**config.mk**
```make
export PLATFORM = sky130hd
export DESIGN_NAME = pong_game_control
export DESIGN_NICKNAME = d
export VERILOG_FILES = /design/src/rtl/pong_game_control.sv
export SDC_FILE = /design/constraint.sdc
export NUM_CORES = 1
export LEC_CHECK = 0
export ABC_CLOCK_PERIOD_IN_PS = 2200
export CAP_MARGIN = 40
export CORE_MARGIN = 2
export CORE_UTILIZATION = 51
export DETAILED_ROUTE_END_ITERATION = 12
export GPL_TIMING_DRIVEN = 0
export MAX_ROUTING_LAYER = met4
export PLACE_DENSITY = 0.77
export SLEW_MARGIN = 20
export SYNTH_ARGS = -nofsm -noshare
export SYNTH_HDL_FRONTEND = slang
export SYNTH_SLANG_ARGS = --single-unit
```
**constraint.sdc**
```tcl
create_clock -name clock -period 2.2 [get_ports clock]
set_clock_uncertainty 0.2 [all_clocks]
set_input_delay 0.44 -clock clock [delete_from_list [all_inputs] [get_ports clock]]
set_output_delay 0.44 -clock clock [all_outputs]
set_load 0.005 [all_outputs]
```
**src/rtl/pong_game_control.sv**
```systemverilog
// Pong referee: serve timing, miss detection against paddles, scoring and
// game-over arbitration for a ball controller that reports its position.
module pong_game_control #(
  parameter int GAME_WIDTH    = 40,
  parameter int GAME_HEIGHT   = 30,
  parameter int PADDLE_HEIGHT = 6,
  parameter int SCORE_LIMIT   = 9,
  parameter int SERVE_DELAY   = 25000000
) (
  input  logic       clock,
  input  logic       reset_n,
  input  logic       start,
  input  logic [5:0] ball_x,
  input  logic [5:0] ball_y,
  input  logic [5:0] paddle1_y,
  input  logic [5:0] paddle2_y,
  output logic       running,
  output logic [3:0] score1,
  output logic [3:0] score2,
  output logic       point_pulse,
  output logic       game_over,
  output logic [1:0] winner
);

  typedef enum logic [2:0] {
    IDLE,
    SERVE,
    PLAY,
    POINT,
    GAME_OVER
  } state_t;

  localparam int CW = (SERVE_DELAY > 1) ? $clog2(SERVE_DELAY) : 1;
  localparam logic [CW-1:0] CNT_LAST = CW'(SERVE_DELAY - 1);
  localparam logic [3:0] LIMIT = 4'(SCORE_LIMIT);
  localparam logic [5:0] X_RIGHT = 6'(GAME_WIDTH - 1);
  localparam logic [6:0] SPAN = 7'(PADDLE_HEIGHT - 1);

  if (GAME_HEIGHT < PADDLE_HEIGHT || SCORE_LIMIT < 1 || SCORE_LIMIT > 15)
  begin : g_param_check
    $error("pong_game_control: illegal parameter combination");
  end

  state_t        state, state_d;
  logic [CW-1:0] cnt, cnt_d;
  logic [3:0]    s1_d, s2_d;
  logic [1:0]    win_d;
  logic          start_q;
  logic [5:0]    ball_x_q;
  logic          start_edge, new_pos, hit1, hit2;
  logic [6:0]    by7, p1_7, p2_7;

  assign start_edge = start & ~start_q;
  assign new_pos    = ball_x != ball_x_q;

  // Widened so a paddle near row 63 cannot wrap its bottom edge.
  assign by7  = {1'b0, ball_y};
  assign p1_7 = {1'b0, paddle1_y};
  assign p2_7 = {1'b0, paddle2_y};
  assign hit1 = (by7 >= p1_7) && (by7 <= p1_7 + SPAN);
  assign hit2 = (by7 >= p2_7) && (by7 <= p2_7 + SPAN);

  always_comb begin
    state_d = state;
    cnt_d   = cnt;
    s1_d    = score1;
    s2_d    = score2;
    win_d   = winner;
    unique case (state)
      IDLE, GAME_OVER: begin
        if (start_edge) begin
          s1_d    = '0;
          s2_d    = '0;
          win_d   = 2'b00;
          cnt_d   = '0;
          state_d = SERVE;
        end
      end
      SERVE: begin
        if (cnt == CNT_LAST) state_d = PLAY;
        else cnt_d = cnt + CW'(1);
      end
      PLAY: begin
        if (new_pos) begin
          if (ball_x == 6'd0 && !hit1 && score2 < LIMIT) begin
            s2_d    = score2 + 4'd1;
            state_d = POINT;
          end else if (ball_x == X_RIGHT && !hit2 && score1 < LIMIT) begin
            s1_d    = score1 + 4'd1;
            state_d = POINT;
          end
        end
      end
      POINT: begin
        if (score1 == LIMIT) begin
          win_d   = 2'b01;
          state_d = GAME_OVER;
        end else if (score2 == LIMIT) begin
          win_d   = 2'b10;
          state_d = GAME_OVER;
        end else begin
          cnt_d   = '0;
          state_d = SERVE;
        end
      end
      default: state_d = IDLE;
    endcase
  end

  always_ff @(posedge clock or negedge reset_n) begin
    if (!reset_n) begin
      state       <= IDLE;
      cnt         <= '0;
      score1      <= '0;
      score2      <= '0;
      winner      <= 2'b00;
      running     <= 1'b0;
      point_pulse <= 1'b0;
      game_over   <= 1'b0;
      start_q     <= 1'b0;
      ball_x_q    <= '0;
    end else begin
      state       <= state_d;
      cnt         <= cnt_d;
      score1      <= s1_d;
      score2      <= s2_d;
      winner      <= win_d;
      running     <= state_d == PLAY;
      point_pulse <= state_d == POINT;
      game_over   <= state_d == GAME_OVER;
      start_q     <= start;
      ball_x_q    <= ball_x;
    end
  end

endmodule

```
* Word-level counts from Yosys, hierarchy flattened
Cells that the tools add are included.
** Cells by class
- Mux-type cells :: 25
- Bitwise operators :: 2
- Reduce and logical (&&, ||, !) cells :: 18
- Order comparisons :: 6
- Add/subtract/negate cells :: 5
- Equality and inequality tests :: 21
** Operators with widths (count)
- 2-to-1 mux 25 bit :: 4
- case mux 25 bit (3 select lines) :: 1
- adder 25 x 1 -> 25 bit, second input constant :: 1
- == test 25 bit, second input constant :: 1
- 2-to-1 mux 4 bit :: 6
- 2-to-1 mux 3 bit :: 7
- inequality test 2 bit, second input constant :: 8
- case mux 4 bit (2 select lines) :: 2
- adder 6 x 3 -> 7 bit, second input constant :: 2
- <= comparator 6 x 7 -> 1 bit :: 2
- == test 3 x 2 -> 1 bit, second input constant :: 4
- greater-or-equal comparator 6 bit :: 2
- case mux 3 bit (4 select lines) :: 1
- AND reduction 5 bit :: 2
- adder 4 x 1 -> 4 bit, second input constant :: 2
- == test 4 bit, second input constant :: 2
- < comparator 4 bit, second input constant :: 2
- == test 3 bit, second input constant :: 2
- == test 6 bit, second input constant :: 1
- logical AND 1 bit :: 6
- logical NOT 6 bit :: 1
- 2-to-1 mux 2 bit :: 3
- inequality test 6 bit :: 1
- case mux 2 bit (2 select lines) :: 1
- 11 further kinds :: 13
** Storage, ports and cells
- Output and inout bits :: 13
- Bits in registers :: 48
- Input bits :: 27
- Logic and storage cells :: 87

* Longest topological paths before layout
- Depth after elaboration :: 11
- Depth in mapped cells :: 10

* Worst setup path before layout
OpenSTA, ideal clock, no wires.
- Path kind :: in2reg
- From :: input port paddle2_y[0]
- To :: register state[0]
- Setup time :: 0.131 ns
- Arrival :: 2.391 ns
- Path slack :: -0.523 ns
- Path buffers :: 0
- Cell stages on the path :: 10
- Cells stage by stage :: ha_1 > o21ai_0 > xnor2_1 > ha_1 > a21o_1 > a21oi_1 > a21oi_1 > o2111ai_1 > a22oi_1 > or3_1
** On the way
- Cells in the longest elaborated chain, start to end :: 10
** Ends and longest elaborated chain
- start, declared :: line 16 : input logic [5:0] paddle2_y,
- adder 6 x 3 -> 7 bit :: line 61 : assign hit2 = (by7 >= p2_7) && (by7 <= p2_7 + SPAN);
- <= comparator 6 x 7 -> 1 bit :: line 61
- logical AND 1 bit (*) :: line 61
- logical NOT 1 bit (*) :: line 88 : end else if (ball_x == X_RIGHT && !hit2 && score1 < LIMIT) begin
- logical AND 1 bit (*) (2 in a row) :: line 88
- 2-to-1 mux 3 bit (*) :: line 88
- 2-to-1 mux 3 bit (*) :: line 85 : if (ball_x == 6'd0 && !hit1 && score2 < LIMIT) begin
- 2-to-1 mux 3 bit (*) :: line 84 : if (new_pos) begin
- case mux 3 bit (4 select lines) (*) :: line 69 : unique case (state)
- via state_d[0] :: line 44 : state_t state, state_d;
- end signal, assigned :: line 123 : state <= state_d;
- end, declared :: line 44
Mark *: on every way through the listed nets, which the timed path passes. The rest lies on a longest branch.
A chain may end at the register's enable or synchronous reset.

* Worst setup path in the final report
- From :: input port ball_y[3]
- To :: register score1[0]
** On the way
- Cells in the longest elaborated chain, start to end :: 7
** Ends and longest elaborated chain
- start, declared :: line 14 : input logic [5:0] ball_y,
- <= comparator 6 x 7 -> 1 bit (tied with other cells) :: line 61
- logical AND 1 bit (on tied branches) :: line 61, 60
- logical NOT 1 bit (on tied branches) :: line 88, 85
- logical AND 1 bit (on tied branches) (2 in a row) :: line 88, 85
- inequality test 2 bit (no line)
- AND reduction 5 bit (no line) (*)
- end signal, assigned :: line 114 : score1 <= '0;
- end signal, assigned :: line 125 : score1 <= s1_d;
- end, declared :: line 18 : output logic [3:0] score1,
Every way passes the cells marked *; elsewhere a longest branch is shown, timed or not.

==> flow_summary.ini <==
[run_status]
outcome = complete, but fails checks
violations = negative setup slack

[sta]
clock.fmax_mhz = 391
tightest_slew_ns = 0.472
hold_viol = 0
final-setup-viol-count = 32
slew_headroom = 0.685
rsz0062_at_grt = true
setup_ws_ns = -0.360
fin_crit_sh = 1.16
fin_crit_ns = 2.56
drv_slew = 0

[global_route]
gr-total-overflow = 0
grt_max_degree = 33
track_usage = 0.243
grt_pass1_vias = 2906
grt_first_pass_wirelength_mm = 13.7
antenna_found_initial = 0

[routing]
vias_per_cell = 5.79
drc = 0
wl_per_cell_um = 17.1
drt-pass1-iter-count = 4
ant_nets = 0
drtIter0Drc = 172
routed_wl_mm = 8.61
vias = 2926

[synth]
synthArstFlopShare = 1.00
netlist_area_um2 = 3310
ys_seq_area_frac = 0.363
syn_nets = 406
synth_cells = 346
synth-seq-cells = 48
yosys.area.top_type_share = 0.363
synth_cell_types = 58
synth_edf_count = 0
avgSynthCellArea_um2 = 9.56
ys.flop_type = dfrtp_1
synth.largest_area_cell = dfrtp_1
ys_warn_count = 0
ys_top_cells_by_area = dfrtp_1 (36%), ha_1 (12%), xnor2_1 (6.4%), nor2_1 (4.0%), inv_1 (3.2%)

[critical_path]
crit_path_start_kind = input pin
worst_ep_arrival_time_ns = 2.56
crit_fanout = 4
required_ns = 2.20
crit_path_cell_trace = dlygate4sd2_1 > ha_1 > a211oi_2 > o21ai_2 > a21oi_2 > o2111ai_4 > a211oi_4 > mux2_4
slowest_stage = a211oi_4
reg2reg_setup_slack_ns = -0.22
crit_path_end_kind = flip-flop
slowest_delay_ns = 0.37
crit_type = input pin to flip-flop

[die]
io_pins = 40
initial_core_util = 0.524
rows = 29
fp.coreArea_um2 = 6310
die_h_um = 84.5
chipWidth_um = 84.5
die_area_um2 = 7140

[worst_hold_path]
hold_class = flip-flop to flip-flop

[cts]
clk_pin_slew_ns = 0.09
insertion_delay_ns = 0.31
cts_tree = built
cts.sink_count = 48
root_buffer = clkbuf_8
cts_buffers = 5
cts_buffer_depth = 2
cts_max_level = 2

[finish]
nFillCells = 424
antenna_cells = 0
drive_gt1_frac = 0.311
area_delta_synth_final_pct = 41.7
nNetsFinal = 487
postLayoutCoreUtil = 0.742

[power]
combPwrFrac = 0.184
power.internal_mw = 1.39
clkPwrFrac = 0.344
leakage_nw = 2.04
seqPwrFrac = 0.473
ir_worst_vdd_v = 0.000500
power.switching_mw = 0.496
power.density_cell_area_nw_per_um2 = 403
switching_share = 0.263

[placement]
pre_cts_ws_ns = -1.27
hpwlAfterDp_mm = 5.47
place.gp.congestion = 0.828
io_buffer_count = 39

[job]
maxCapViolations = 0
==> synth_stat cells, drive strengths merged, types with 2 or more instances <==
cell type  number
dfrtp          48
nor2           35
ha             33
inv            28
xnor2          24
nand2          22
a21oi          14
nand3          14
nor3           12
xor2           12
nor4           11
o21ai          11
nand4           8
a211oi          6
a21o            5
nand3b          5
mux2i           4
nand2b          4
o211ai          4
or3             4
buf             3
nor2b           3
o2111ai         3
o21a            3
and2            2
and3b           2
clkbuf          2
mux2            2
o211a           2
or2             2
or4             2
or4bb           2
==> state kept, by name (all words and copies together) (netlist names) <==
register,count
running,1
score1,4
cnt,25
ball_x_q,6
winner,2
state,3
point_pulse,1
game_over,1
start_q,1
score2,4
==> power groups by stage <==
| stage | clock, mW | combinational (mW) | sequential, mW |
|---|---|---|---|
| after floorplan | 0 | 0.148 | 0.910 |
| after global placement | 0 | 0.260 | 0.910 |
| after detailed placement | 0 | 0.273 | 0.910 |
| after CTS | 0.647 | 0.315 | 0.893 |
| after global routing | 0.687 | 0.381 | 0.894 |
| final | 0.648 | 0.346 | 0.893 |
==> worst max-delay path: cells and delay by family <==
| kind | cells | cell delay [ns] |
|---|---|---|
| AOI/OAI and AO/OA | 5 | 1.13 |
| adders and majority gates | 1 | 0.35 |
| buffers and inverters | 1 | 0.31 |
| muxes | 1 | 0.33 |
==> cell usage in the layout (no fill, tap or decap), types with 3 or more instances in the layout <==
master	count
nand2_2	3
ha_1	27
nand4_1	8
clkbuf_8	5
mux2i_1	4
inv_1	25
nor4_4	5
nand2b_1	4
nand3b_1	5
clkdlybuf4s50_1	20
a21oi_2	3
or3_1	3
dlygate4sd2_1	8
nand3_2	5
o21ai_0	4
xor2_1	11
buf_8	5
nor3_4	9
buf_2	4
buf_6	9
o211ai_1	4
buf_4	27
a21oi_4	4
nor4_2	5
nand3_1	9
o21a_1	3
o21ai_2	6
a211oi_2	4
nand2_1	18
nor2b_1	3
a21oi_1	7
nor2_1	34
xnor2_1	23
inv_2	3
a21o_1	4
ha_4	5
dfrtp_1	48
==> final cells by class <==
| cell class | instances | area (µm²) | area share |
|---|---|---|---|
| Buffer | 5 | 52.6 | 0.0112 |
| Clock buffer | 6 | 72.6 | 0.0155 |
| Clock inverter | 2 | 35.0 | 0.00747 |
| Inverter | 28 | 105 | 0.0224 |
| Multi-Input combinational cell | 265 | 2440 | 0.520 |
| Sequential cell | 48 | 1200 | 0.256 |
| Tap cell | 77 | 96.3 | 0.0206 |
| Timing Repair Buffer | 74 | 688 | 0.147 |
==> per-layer routing <==
layer | up-vias | global-route usage | wire length (µm)
li1 | 1402 | - | -
met1 | 1455 | 0.302 | 3700
met2 | 55 | 0.416 | 4520
met3 | 14 | 0.0364 | 275
met4 | 0 | 0.0635 | 114
met5 | - | - | 0
==> per-stage QoR <==
stage / total power [mW] / instance area, µm² / TNS, ns / instances / hold WS [ns]
2_1_floorplan: 1.06 / 3380 / -2.07 / 346 / -0.0556
4_1_cts: 1.86 / 4390 / -4.01 / 494 / 0.300
3_3_place_gp: 1.17 / 3860 / -58.55 / 462 / 0.270
5_1_grt: 1.96 / 4690 / -7.56 / 505 / 0.340
6_report: 1.89 / 4690 / -4.45 / 505 / 0.306
3_5_place_dp: 1.18 / 3880 / -16.47 / 463 / 0.196
==> repair_timing <==
item | in CTS | in global routing
setup buffers | 21 | 12
setup endpoints to repair | 31 | 36
cloned | 1 | 0
hold buffers | 1 | 0
pin swaps | 55 | 37
hold endpoints to repair | 16 | 0
gates resized for setup | 107 | 43
==> kinds of logic after synthesis <==
kind of cell / after synthesis / synth area share
compound gates: 57 / 0.124
xor+xnor: 36 / 0.0953
fa+ha+maj: 33 / 0.125
buf+inv: 33 / 0.0420
flops: 48 / 0.363
mux: 6 / 0.0201
simple gates: 133 / 0.231
==> worst paths after layout <==
| path | start | to | cells after the start |
|---|---|---|---|
| min reg2reg | winner[1]$_DFFE_PN0P_ | winner[1]$_DFFE_PN0P_ | 2 |
| max reg2reg | score2[0]$_DFFE_PN0P_ | score1[0]$_DFFE_PN0P_ | 8 |
| max in group asynchronous | reset_n | state[1]$_DFF_PN0_ | 3 |
| max | ball_y[3] | score1[0]$_DFFE_PN0P_ | 8 |
| min in group asynchronous | reset_n | cnt[5]$_DFFE_PN0P_ | 2 |
| min | winner[1]$_DFFE_PN0P_ | winner[1]$_DFFE_PN0P_ | 2 |
No activity file was read; power rests on OpenSTA's default activity.
